### src/rtl/cw_clock_pkg.sv
// Shared constants for the clock's 3:1 display/data-path mux and the mode FSM.
// The FSM state encoding is the one-hot mux select itself.
package cw_clock_pkg;

   localparam logic [2:0] SEL_A = 3'b100;
   localparam logic [2:0] SEL_B = 3'b010;
   localparam logic [2:0] SEL_C = 3'b001;

   typedef enum logic [2:0] {
      ST_DISP  = SEL_A,
      ST_SET_B = SEL_B,
      ST_SET_C = SEL_C
   } cw_state_e;

endpackage

### src/rtl/cw_debounce.sv
// Button conditioning: 2-flop synchronizer, stable-count debouncer, registered rise detect.
// press_o goes high 2+DEBOUNCE_CYCLES edges after the raw rise is first sampled.
module cw_debounce #(
   parameter int unsigned DEBOUNCE_CYCLES = 16
) (
   input  logic clk_i,
   input  logic rst_i,
   input  logic btn_i,
   output logic press_o
);

   localparam int unsigned CW = $clog2(DEBOUNCE_CYCLES);

   logic          sync1_q, sync2_q;
   logic          deb_q, deb_d, deb_prev_q;
   logic          press_q;
   logic [CW-1:0] cnt_q, cnt_d;

   // Count consecutive clocks the synchronized level disagrees with the debounced one.
   always_comb begin
      cnt_d = '0;
      deb_d = deb_q;
      if (sync2_q != deb_q) begin
         if (cnt_q == CW'(DEBOUNCE_CYCLES - 1)) begin
            deb_d = sync2_q;
         end else begin
            cnt_d = cnt_q + 1'b1;
         end
      end
   end

   always_ff @(posedge clk_i) begin
      if (rst_i) begin
         sync1_q    <= 1'b0;
         sync2_q    <= 1'b0;
         deb_q      <= 1'b0;
         deb_prev_q <= 1'b0;
         cnt_q      <= '0;
         press_q    <= 1'b0;
      end else begin
         sync1_q    <= btn_i;
         sync2_q    <= sync1_q;
         deb_q      <= deb_d;
         deb_prev_q <= deb_q;
         cnt_q      <= cnt_d;
         press_q    <= deb_q & ~deb_prev_q;
      end
   end

   assign press_o = press_q;

endmodule

### src/rtl/cw_mode_sel.sv
// Front-panel mode controller: debounced Mode/Adjust buttons drive a one-hot mux select,
// adjust pulses, a mode-change pulse and a blink enable. All outputs registered.
module cw_mode_sel
   import cw_clock_pkg::*;
#(
   parameter int unsigned DEBOUNCE_CYCLES = 16,
   parameter int unsigned TIMEOUT_TICKS   = 10
) (
   input  logic       clk_i,
   input  logic       rst_i,
   input  logic       tick_1hz_i,
   input  logic       btn_mode_i,
   input  logic       btn_adj_i,
   output logic [2:0] sel_o,
   output logic       adj_pulse_o,
   output logic       mode_change_o,
   output logic       blink_o
);

   localparam int unsigned TW = $clog2(TIMEOUT_TICKS + 1);

   logic          mode_press, adj_press;
   cw_state_e     state_q, state_d;
   logic [TW-1:0] tcnt_q, tcnt_d;
   logic          blink_q, blink_d;
   logic          adj_q, adj_d;
   logic          mc_q, mc_d;

   cw_debounce #(.DEBOUNCE_CYCLES(DEBOUNCE_CYCLES)) u_db_mode (
      .clk_i   (clk_i),
      .rst_i   (rst_i),
      .btn_i   (btn_mode_i),
      .press_o (mode_press)
   );

   cw_debounce #(.DEBOUNCE_CYCLES(DEBOUNCE_CYCLES)) u_db_adj (
      .clk_i   (clk_i),
      .rst_i   (rst_i),
      .btn_i   (btn_adj_i),
      .press_o (adj_press)
   );

   always_comb begin
      state_d = state_q;
      tcnt_d  = tcnt_q;
      blink_d = blink_q;
      adj_d   = 1'b0;
      case (state_q)
         ST_DISP: begin
            tcnt_d  = '0;
            blink_d = 1'b0;
            if (mode_press) state_d = ST_SET_B;
         end
         ST_SET_B, ST_SET_C: begin
            if (tick_1hz_i) blink_d = ~blink_q;
            // Priority: mode press, then adjust press, then timeout tick.
            if (mode_press) begin
               state_d = (state_q == ST_SET_B) ? ST_SET_C : ST_DISP;
            end else if (adj_press) begin
               adj_d  = 1'b1;
               tcnt_d = '0;
            end else if (tick_1hz_i) begin
               if (tcnt_q == TW'(TIMEOUT_TICKS - 1)) state_d = ST_DISP;
               else                                  tcnt_d  = tcnt_q + 1'b1;
            end
         end
         default: state_d = ST_DISP;
      endcase
      if (state_d != state_q) begin
         tcnt_d  = '0;
         blink_d = (state_d != ST_DISP);
      end
      mc_d = (state_d != state_q);
   end

   always_ff @(posedge clk_i) begin
      if (rst_i) begin
         state_q <= ST_DISP;
         tcnt_q  <= '0;
         blink_q <= 1'b0;
         adj_q   <= 1'b0;
         mc_q    <= 1'b0;
      end else begin
         state_q <= state_d;
         tcnt_q  <= tcnt_d;
         blink_q <= blink_d;
         adj_q   <= adj_d;
         mc_q    <= mc_d;
      end
   end

   assign sel_o         = state_q;
   assign adj_pulse_o   = adj_q;
   assign mode_change_o = mc_q;
   assign blink_o       = blink_q;

endmodule
### config.mk
export PLATFORM = sky130hd
export DESIGN_NAME = cw_mode_sel
export DESIGN_NICKNAME = d
export VERILOG_FILES = /design/src/rtl/cw_clock_pkg.sv /design/src/rtl/cw_debounce.sv /design/src/rtl/cw_mode_sel.sv
export SDC_FILE = /design/constraint.sdc
export NUM_CORES = 1
export LEC_CHECK = 0
export ABC_AREA = 1
export CORE_UTILIZATION = 55
export CTS_CLUSTER_DIAMETER = 200
export DETAILED_ROUTE_END_ITERATION = 8
export PLACE_DENSITY_LB_ADDON = 0.12
export SLEW_MARGIN = 25
export SYNTH_ARGS = -nofsm -noshare
export SYNTH_HDL_FRONTEND = slang
export SYNTH_SLANG_ARGS = --single-unit
### constraint.sdc
create_clock -name clk_i -period 1.5 [get_ports clk_i]
set_input_delay 0.15 -clock clk_i [delete_from_list [all_inputs] [get_ports clk_i]]
set_output_delay 0.15 -clock clk_i [all_outputs]
set_load 0.005 [all_outputs]
==> metrics, run 1 <==
Setup crit end kind flip-flop; clock skew 0.005302 ns; top cell type's share of synthesized area 44.80%; Slew Limit Fails 0; Final WS setup 0.05952 ns; row count 16; largest net degree at the start of global routing 17; die extent in y 49.70 um; Root Driver clkbuf_4; FF+latch area 566.8 um2; CP startpoint sel_o[0]; Synth Instances 162; GRT Residual Overflow 0; critical path's slowest cell dfxtp_2; DP HPWL 1587 um; sequential share of power 58.8%; Placer Congestion 0.8545; pre-CTS setup slack 0.008896 ns; initial antenna violation count 0; Initial Util 61.27%; Synth Area in Adders 4.000%; cell internal pwr 1040 uW; asr flop ratio synth 0%; Iter 0 DRT Violations 27; Commonest cells post-synth dfxtp_1 (28), nand2_1 (21), nor2_1 (21); Switching Share 18.77%; max cap viols 0; Syn Area/Cell 7.723 um2; Max Fclk 694.2 MHz; area grow syn2layout 20.70%; CP peak stage delay 0.42 ns; share of cells above drive strength 1 25.56%; power per cell area 848.1 nW/um2; TritonCTS Buffers 3; sequential share of the synthesized area 44.80%; worst-path fanout max 5; Yosys warning total 0; RSZ-0062 raised after global routing true; minimum clock period 1.440 ns; via count 1029; Netlist cell types 22; worst-margin pin slew 0.2934 ns; Synth Area in XOR/XNOR 3.500%; most common cell in the synthesized netlist dfxtp_1; leading area contributor after synthesis dfxtp_1; post-synthesis mux area share 0%; vias per inst 4.971; leading register cell type out of synthesis dfxtp_1; H-Tree Depth 1; Slew HR 80.27%; worst-case clock buffer depth 2; # clock sinks 28; endpoints failing setup 0; routed wire length 2211 um; CTS tree yes; Final period util 96.03%; min-delay src btn_adj_i; WS Path Type reg -> reg; Crit path required time 1.78 ns; Synth area leaders dfxtp_1 (45%), nand3_1 (6.4%), nand2_1 (6.3%), nor2_1 (6.3%), inv_1 (6.0%); post-route ant nets 0; clock power share 37.8%; Worst R2R Setup Slack 0.06 ns; P_sw 240.4 uW; DRC 0; final hold violations 0; total power 1281 uW; GRT Total Usage 19.18%; Comb power frac 3.4%; Antenna diodes 0; #FFs+latches synth 28; die area 2470 um2; I/O Buffers 10; drt wl/cell 10.68 um; core area 2042 um2; DRT Pass-1 Iters 4; Synth Area in Compound Gates 6.300%; Peak VDD IR 0.0006628 V; reg2reg start sel_o[0]; P_leak 0.0006632 uW; I/O pins 11; nets 190; vias in the first global route 901; synthesized area 1251 um2; Clock transition at path regs 0.14 ns; global-route wire length before repair 3601 um; multi-input logic area 618.1 um2; Startpoint Class flip-flop; Synth Area in Simple Gates 33.00%; worst path bufs/invs 1; worst hold-check path type in -> reg; Post-synth EDFFs 0; outcome finished clean; Die Width 49.70 um; Top delay family on crit path simple AND/OR/NAND/NOR gates; crit path cell chain inv_2, nand3_1, nand2_1, nand2_1, nand3_1, nand2_2, nand2_2, nor2_4, nand2_4, nor2_2; hold-fix buffers at CTS 0; Filler cells 170; largest family of logic cells by synthesized area simple AND/OR/NAND/NOR gates; WP data arrival 1.72 ns; Syn Nets 171; clk_lat worst skew 0.33 ns
[kinds of logic (layout without fill, tap and decap cells)]
logic type / count (synthesis) / after routing
buffers and inverters: 28 / 46
xor gates and xnor gates: 5 / 5
adders and majority gates: 4 / 4
and+or+nand+nor: 83 / 83
AOI/OAI and AO/OA: 14 / 14
DFF: 28 / 28
[layout by cell type, fill, tap and decap left out, types with 2 or more instances in the layout]
cell type	count
buf_4	5
o21ai_0	4
nand2_4	3
dfxtp_1	23
o21ai_1	2
nor3_1	7
a21oi_1	6
ha_1	3
nand2_1	17
clkbuf_4	3
nand3_1	15
nor2_2	6
nand4_1	2
clkdlybuf4s50_1	10
inv_2	8
xor2_1	5
nand3_2	3
inv_1	19
nor2_1	19
nand2_2	9
dfxtp_2	5
[area by class of cell]
class | instances | area share [%]
repair buffers | 15 | 9.113
well taps | 27 | 2.237
multi-input cells | 106 | 40.93
inverters | 27 | 6.711
clock buffers | 3 | 1.491
flip-flops and latches | 28 | 37.53
clock inverters | 1 | 1.988
[state kept, by name, indices dropped and copies added, names as in the netlist]
name	count
sel_o	3
u_db_mode.deb_q	1
tcnt_q	4
u_db_adj.deb_q	1
u_db_adj.cnt_q	4
u_db_mode.sync2_q	1
adj_pulse_o	1
u_db_adj.deb_prev_q	1
u_db_mode.cnt_q	4
u_db_adj.sync2_q	1
blink_o	1
u_db_mode.press_o	1
u_db_mode.deb_prev_q	1
mode_change_o	1
u_db_mode.sync1_q	1
u_db_adj.sync1_q	1
u_db_adj.press_o	1
[worst paths after layout]
path | to | depth (start not counted)
max reg2reg | tcnt_q[1] | 10
max | tcnt_q[1] | 10
min | u_db_adj.sync1_q | 3
min reg2reg | u_db_adj.press_o | 1
[per-stage QoR]
stage / utilization [%] / std cells / setup TNS [ns] / area (um2) / hold WS, ns
after floorplan: - / 162 / 0 / 1251 / 0.2280
after global placement: 69.12 / 202 / 0 / 1411 / 0.3788
after detailed placement: 69.12 / 202 / 0 / 1411 / 0.3847
after CTS: 71.69 / 206 / 0 / 1464 / 0.3098
after global routing: 73.96 / 207 / -0.2141 / 1510 / 0.2952
final: 73.96 / 207 / 0 / 1510 / 0.3286
[timing repair]
action,in CTS,in global routing
buffers inserted,0,1
gates resized for setup,0,16
setup endpoints to repair,0,7
[power by group through the flow]
stage | registers (uW) | clock network, uW | logic [uW]
final | 753 | 484 | 43.0
after global routing | 755 | 526 | 47.4
after CTS | 754 | 500 | 42.5
after detailed placement | 770 | 0 | 42.1
after global placement | 770 | 0 | 40.4
after floorplan | 769 | 0 | 21.7
[worst register-to-register path, stage by stage (launching register included)]
cell,delay (ns)
dfxtp_2,0.42
inv_2,0.07
nand3_1,0.15
nand2_1,0.09
nand2_1,0.09
nand3_1,0.11
nand2_2,0.09
nand2_2,0.07
nor2_4,0.14
nand2_4,0.08
nor2_2,0.09
[per-layer routing]
layer  vias up  global-route usage [%]  share of wire (%)
met1       470                   22.01                 47
met2        13                   34.01                 50
met3         2                   5.556                2.1
li1        544                       -                  -
met4         0                   5.714               0.63
met5         -                       0                  0
Note: power is estimated with default switching activity, not from simulation.
==> run 2, diff against run 1 <==
--- a/config.mk
+++ b/config.mk
@@ -6,7 +6,8 @@
 export NUM_CORES = 1
 export LEC_CHECK = 0
 export ABC_AREA = 1
-export CORE_UTILIZATION = 55
+export CORE_ASPECT_RATIO = 0.5
+export CORE_UTILIZATION = 40
 export CTS_CLUSTER_DIAMETER = 200
 export DETAILED_ROUTE_END_ITERATION = 8
 export PLACE_DENSITY_LB_ADDON = 0.12
==> run 2 against run 1 <==
Effect of this change:
- sequential cell count stayed put
- first-iteration DRC count did not move
- design area rose by 1.2%
- sequential power barely moved
- setup slack worse by 0.0063 ns
- largest cell class unchanged
- largest power group unchanged
==> metrics, run 2 (synthesized netlist as in run 1, its figures left out) <==
clk_lat worst skew 0.27 ns (was 0.33 ns); Final Core Density 54.93% (was 73.96%); DRC 0 (unchanged); GRT Residual Overflow 0 (unchanged); share of cells above drive strength 1 22.91% (was 25.56%); endpoints failing setup 0 (unchanged); Hold Path Stages 3 (unchanged); largest net degree at the start of global routing 17 (unchanged); WS Path Type reg -> reg (unchanged); Worst R2R Setup Slack 0.05 ns (was 0.06 ns); final hold violations 0 (unchanged); P_leak 0.0006645 uW (was 0.0006632 uW); Root Driver clkbuf_8 (was clkbuf_4); Final period util 96.45% (was 96.03%); RSZ-0062 raised after global routing true (unchanged); reg2reg start tcnt_q[1] (was sel_o[0]); core area 2781 um2 (was 2042 um2); Crit path required time 1.72 ns (was 1.78 ns); die area 3369 um2 (was 2470 um2); FF-to-FF End tcnt_q[2] (was tcnt_q[1]); total power 1378 uW (was 1281 uW); outcome finished clean (unchanged); clock skew 0.002579 ns (was 0.005302 ns); I/O pins 11 (unchanged); commonest non-fill, non-tap cells in the layout dfxtp_1 (24), nand2_1 (20), nor2_1 (20) (was dfxtp_1 (23), inv_1 (19), nor2_1 (19)); via count 970 (was 1029); Filler cells 277 (was 170); initial antenna violation count 0 (unchanged); minimum clock period 1.447 ns (was 1.440 ns); global-route wire length before repair 3525 um (was 3601 um); WP data arrival 1.66 ns (was 1.72 ns); Clock transition at path regs 0.09 ns (was 0.14 ns); power per cell area 902.3 nW/um2 (was 848.1 nW/um2); I/O Buffers 10 (unchanged); area grow syn2layout 22.10% (was 20.70%); Slew Limit Fails 0 (unchanged); DP HPWL 1588 um (was 1587 um); FF+latch area 565.5 um2 (was 566.8 um2); drt wl/cell 9.588 um (was 10.68 um); vias per inst 4.491 (was 4.971); post-route ant nets 0 (unchanged); CTS tree yes (unchanged); vias in the first global route 869 (was 901); die extent in y 41.55 um (was 49.70 um); H-Tree Depth 1 (unchanged); fin area 1528 um2 (was 1510 um2); Setup crit end kind flip-flop (unchanged); critical path endpoint tcnt_q[2] (was tcnt_q[1]); Slew HR 82.05% (was 80.27%); commonest non-fill, non-tap cell in the layout dfxtp_1 (unchanged); Post-CTS Setup Inserts 0 (unchanged); DRT Pass-1 Iters 4 (unchanged); Peak VDD IR 0.0005114 V (was 0.0006628 V); worst hold-check path type in -> reg (unchanged); nets 189 (was 190); Worst Reg-to-Reg Cells 13 (was 10); worst-case clock buffer depth 2 (unchanged); worst-margin pin slew 0.2670 ns (was 0.2934 ns); CP startpoint tcnt_q[1] (was sel_o[0]); Startpoint Class flip-flop (unchanged); Die Width 81.10 um (was 49.70 um); routed wire length 2071 um (was 2211 um); max cap viols 0 (unchanged); row count 13 (was 16); Antenna diodes 0 (unchanged); multi-input logic area 613.1 um2 (was 618.1 um2); placed cell areas 1424 um2 (was 1411 um2); top flop regs tcnt_q x4, u_db_adj.cnt_q x4, u_db_mode.cnt_q x4 (unchanged); Max Fclk 691.2 MHz (was 694.2 MHz); Iter 0 DRT Violations 27 (unchanged); TritonCTS Buffers 3 (unchanged); GRT Total Usage 13.56% (was 19.18%); Placer Congestion 0.7780 (was 0.8545); Initial Util 44.98% (was 61.27%); worst-path fanout max 4 (was 5); # clock sinks 28 (unchanged)
-- run 2: area by class of cell --
class | count | share of cell area [%]
Inverter | 27 | 6.634
Multi-Input combinational cell | 106 | 40.13
Sequential cell | 28 | 37.02
Clock inverter | 1 | 1.966
Clock buffer | 3 | 2.703
Timing Repair Buffer | 14 | 8.518
Tap cell | 37 | 3.030
-- run 2: power breakdown --
part | internal (uW) | switching [uW]
logic | 19.7 | 22.5
registers | 749 | 3.08
clock network | 357 | 227
-- run 2: metrics by stage --
stage	cells	hold WS (ns)	setup slack, ns	TNS [ns]
2_1_floorplan	162	0.2280	0.1582	0
3_3_place_gp	212	0.3787	0.002008	0
3_5_place_dp	212	0.3780	-0.02814	-0.07463
4_1_cts	216	0.3711	0.02597	0
5_1_grt	216	0.3868	-0.06263	-0.2411
6_report	216	0.3790	0.05326	0
-- run 2: repair_timing --
item	in CTS	in global routing
hold buffers	0	0
endpoints found under the setup margin	0	6
gates resized for setup	0	11
-- run 2: layer usage --
metal  routed length, um  vias up  share of wire [%]  global-route usage, %
met5                   0        -                  0                      0
met4                   8        0               0.39                  1.071
met3                  65        2                3.1                  5.275
met2                 882        8                 43                  22.02
met1                1115      417                 54                  17.71
li1                    -      543                  -                      -
-- run 2: worst min path at each step --
stage                     slack, ns                 to           startpoint
final                          0.38  u_db_mode.sync1_q           btn_mode_i
after global placement         0.38   u_db_adj.press_o  u_db_adj.deb_prev_q
after floorplan                0.23  u_db_mode.press_o                rst_i
after detailed placement       0.38   u_db_adj.press_o  u_db_adj.deb_prev_q
after CTS                      0.37  u_db_mode.sync1_q           btn_mode_i
after global routing           0.39  u_db_mode.sync1_q           btn_mode_i
-- run 2: worst max-delay path, cell delays in order, from the launching register on --
cell	delay, ns
dfxtp_2	0.34
inv_2	0.04
ha_4	0.15
nand2_1	0.06
nor2_1	0.04
nand2_1	0.11
nand2_1	0.08
nand2_2	0.07
nand3_2	0.06
nand2_2	0.08
nand2_2	0.07
nor2_4	0.14
nand2_4	0.08
nor2_2	0.08
==> run 3, diff against run 2 <==
--- a/config.mk
+++ b/config.mk
@@ -7,6 +7,7 @@
 export LEC_CHECK = 0
 export ABC_AREA = 1
 export CORE_ASPECT_RATIO = 0.5
+export CORE_MARGIN = 4
 export CORE_UTILIZATION = 40
 export CTS_CLUSTER_DIAMETER = 200
 export DETAILED_ROUTE_END_ITERATION = 8
==> run 3 against run 2 <==
Effect of this change:
- via count up 1.2%
- hold slack gained 0.012 ns
- largest power group unchanged
- clock-buffer cell count is the same
- design area shrank 0.74%
- global-route usage shrank 2.4 points
- clock skew is 0.0011 ns higher
- final cell count rose by 1.4%
- critical path depth did not move
- sequential power about the same
- sequential share of layout area rose by 0.36 points
==> metrics, run 3 (synthesized netlist as in run 1, its figures left out) <==
DRT Pass-1 Iters 4 (unchanged); Root Driver clkbuf_8 (unchanged); DRC 0 (unchanged); minimum clock period 1.420 ns (was 1.447 ns); GRT Total Usage 11.19% (was 13.56%); Slew HR 80.40% (was 82.05%); critical path's slowest cell dfxtp_2 (unchanged); clk_lat worst skew 0.26 ns (was 0.27 ns); top flop regs tcnt_q x4, u_db_adj.cnt_q x4, u_db_mode.cnt_q x4 (unchanged); placed cell areas 1428 um2 (was 1424 um2); Max Fclk 704.3 MHz (was 691.2 MHz); RSZ-0062 raised after global routing true (unchanged); post-route ant nets 0 (unchanged); Placed Cells 215 (was 212); Placer Congestion 0.7680 (was 0.7780); core area 2995 um2 (was 2781 um2); Clock transition at path regs 0.09 ns (about the same); I/O pins 11 (unchanged); CTS tree yes (unchanged); setup TNS 0 ns (unchanged); commonest non-fill, non-tap cell in the layout dfxtp_1 (unchanged); endpoints failing setup 0 (unchanged); Final period util 94.66% (was 96.45%); TritonCTS Buffers 3 (unchanged); WP data arrival 1.63 ns (was 1.66 ns); Post-Layout Cell Count 219 (was 216); final hold violations 0 (unchanged); Peak VDD IR 0.0004856 V (was 0.0005114 V); routed wire length 2153 um (was 2071 um); Antenna diodes 0 (unchanged); fin area 1516 um2 (was 1528 um2); I/O Buffers 10 (unchanged); max cap viols 0 (unchanged); hold-fix buffers at CTS 0 (unchanged); drt wl/cell 9.831 um (was 9.588 um); initial antenna violation count 0 (unchanged); CP peak stage delay 0.34 ns (about the same); outcome finished clean (unchanged); nets 190 (was 189); share of cells above drive strength 1 25.14% (was 22.91%); Crit path required time 1.71 ns (was 1.72 ns); GRT Residual Overflow 0 (unchanged); Iter 0 DRT Violations 38 (was 27); area grow syn2layout 21.20% (was 22.10%); worst-case clock buffer depth 2 (unchanged); DP HPWL 1605 um (was 1588 um); Startpoint Class flip-flop (unchanged); H-Tree Depth 1 (unchanged); global-route wire length before repair 3553 um (was 3525 um); Slew Limit Fails 0 (unchanged); vias per inst 4.484 (was 4.491); largest net degree at the start of global routing 15 (was 17); clock skew 0.003675 ns (was 0.002579 ns); die extent in y 47.55 um (was 41.55 um); P_leak 0.0006584 uW (was 0.0006645 uW); die area 4141 um2 (was 3369 um2); crit path cell chain inv_2, ha_4, nand2_2, nor2_2, nand2_2, nand2_1, nand2_2, nand3_2, nand2_2, nand2_2, nor2_4, nand2_4, nor2_2 (was inv_2, ha_4, nand2_1, nor2_1, nand2_1, nand2_1, nand2_2, nand3_2, nand2_2, nand2_2, nor2_4, nand2_4, nor2_2); power per cell area 778.7 nW/um2 (was 902.3 nW/um2); Setup crit end kind flip-flop (unchanged); worst-margin pin slew 0.2915 ns (was 0.2670 ns); total power 1181 uW (was 1378 uW); Initial Util 41.77% (was 44.98%); worst-path fanout max 4 (unchanged); WS Path Type reg -> reg (unchanged); commonest non-fill, non-tap cells in the layout dfxtp_1 (23), inv_1 (19), nor2_1 (19) (was dfxtp_1 (24), nand2_1 (20), nor2_1 (20)); most used cell, CP nand2_2; # clock sinks 28 (unchanged); row count 14 (was 13); via count 982 (was 970); Die Width 87.10 um (was 81.10 um); worst hold-check path type reg -> reg (was in -> reg); vias in the first global route 816 (was 869)
==> run 3: worst max-delay path, delay by kind of cell (launching register included) <==
family / cells / cell delay (ns)
simple gates: 11 / 0.83
flops: 1 / 0.34
fa+ha+maj: 1 / 0.15
buf+inv: 1 / 0.04
==> run 3: final timing paths <==
| path | slack, ns | start | to | cells past startpoint |
|---|---|---|---|---|
| max reg2reg | 0.08 | tcnt_q[1] | tcnt_q[0] | 13 |
| max | 0.08 | tcnt_q[1] | tcnt_q[0] | 13 |
| min reg2reg | 0.39 | u_db_mode.deb_prev_q | u_db_mode.press_o | 1 |
| min | 0.39 | u_db_mode.deb_prev_q | u_db_mode.press_o | 1 |
==> run 3: metrics by stage <==
stage               util, %  hold WS (ns)  setup slack (ns)
global route          50.63        0.3918          -0.02022
detailed placement    47.66        0.3843          -0.02535
global placement      47.66        0.3784          0.003617
finish                50.63        0.3915           0.08013
CTS                   49.04        0.3894           0.02801
floorplan                 -        0.2280            0.1582
==> run 3: repair_timing <==
item	in CTS	in global routing
setup buffers	0	1
endpoints found under the setup margin	0	6
resized for setup	0	15
hold endpoints to repair	0	0
==> run 3: power by group <==
part / internal [uW] / switching, uW
sequential: 749 / 2.94
clock: 180 / 206
combinational: 19.8 / 23.2
total: 948 / 232
==> run 3: final cells by class <==
type	instances	area (um2)
inverter	27	101.3
sequential	28	566.8
multi-input combinational	106	619.3
clock buffer	3	41.29
timing repair buffer	15	137.6
tap	40	50.05
fill	312	1479
==> run 3: metal layers <==
metal  wire length, um  vias up  GRT usage (%)
met5                 0        -              0
met4                 0        0          1.835
met3                77        0          4.124
met2               924       10          18.25
met1              1152      427          14.74
li1                  -      545              -
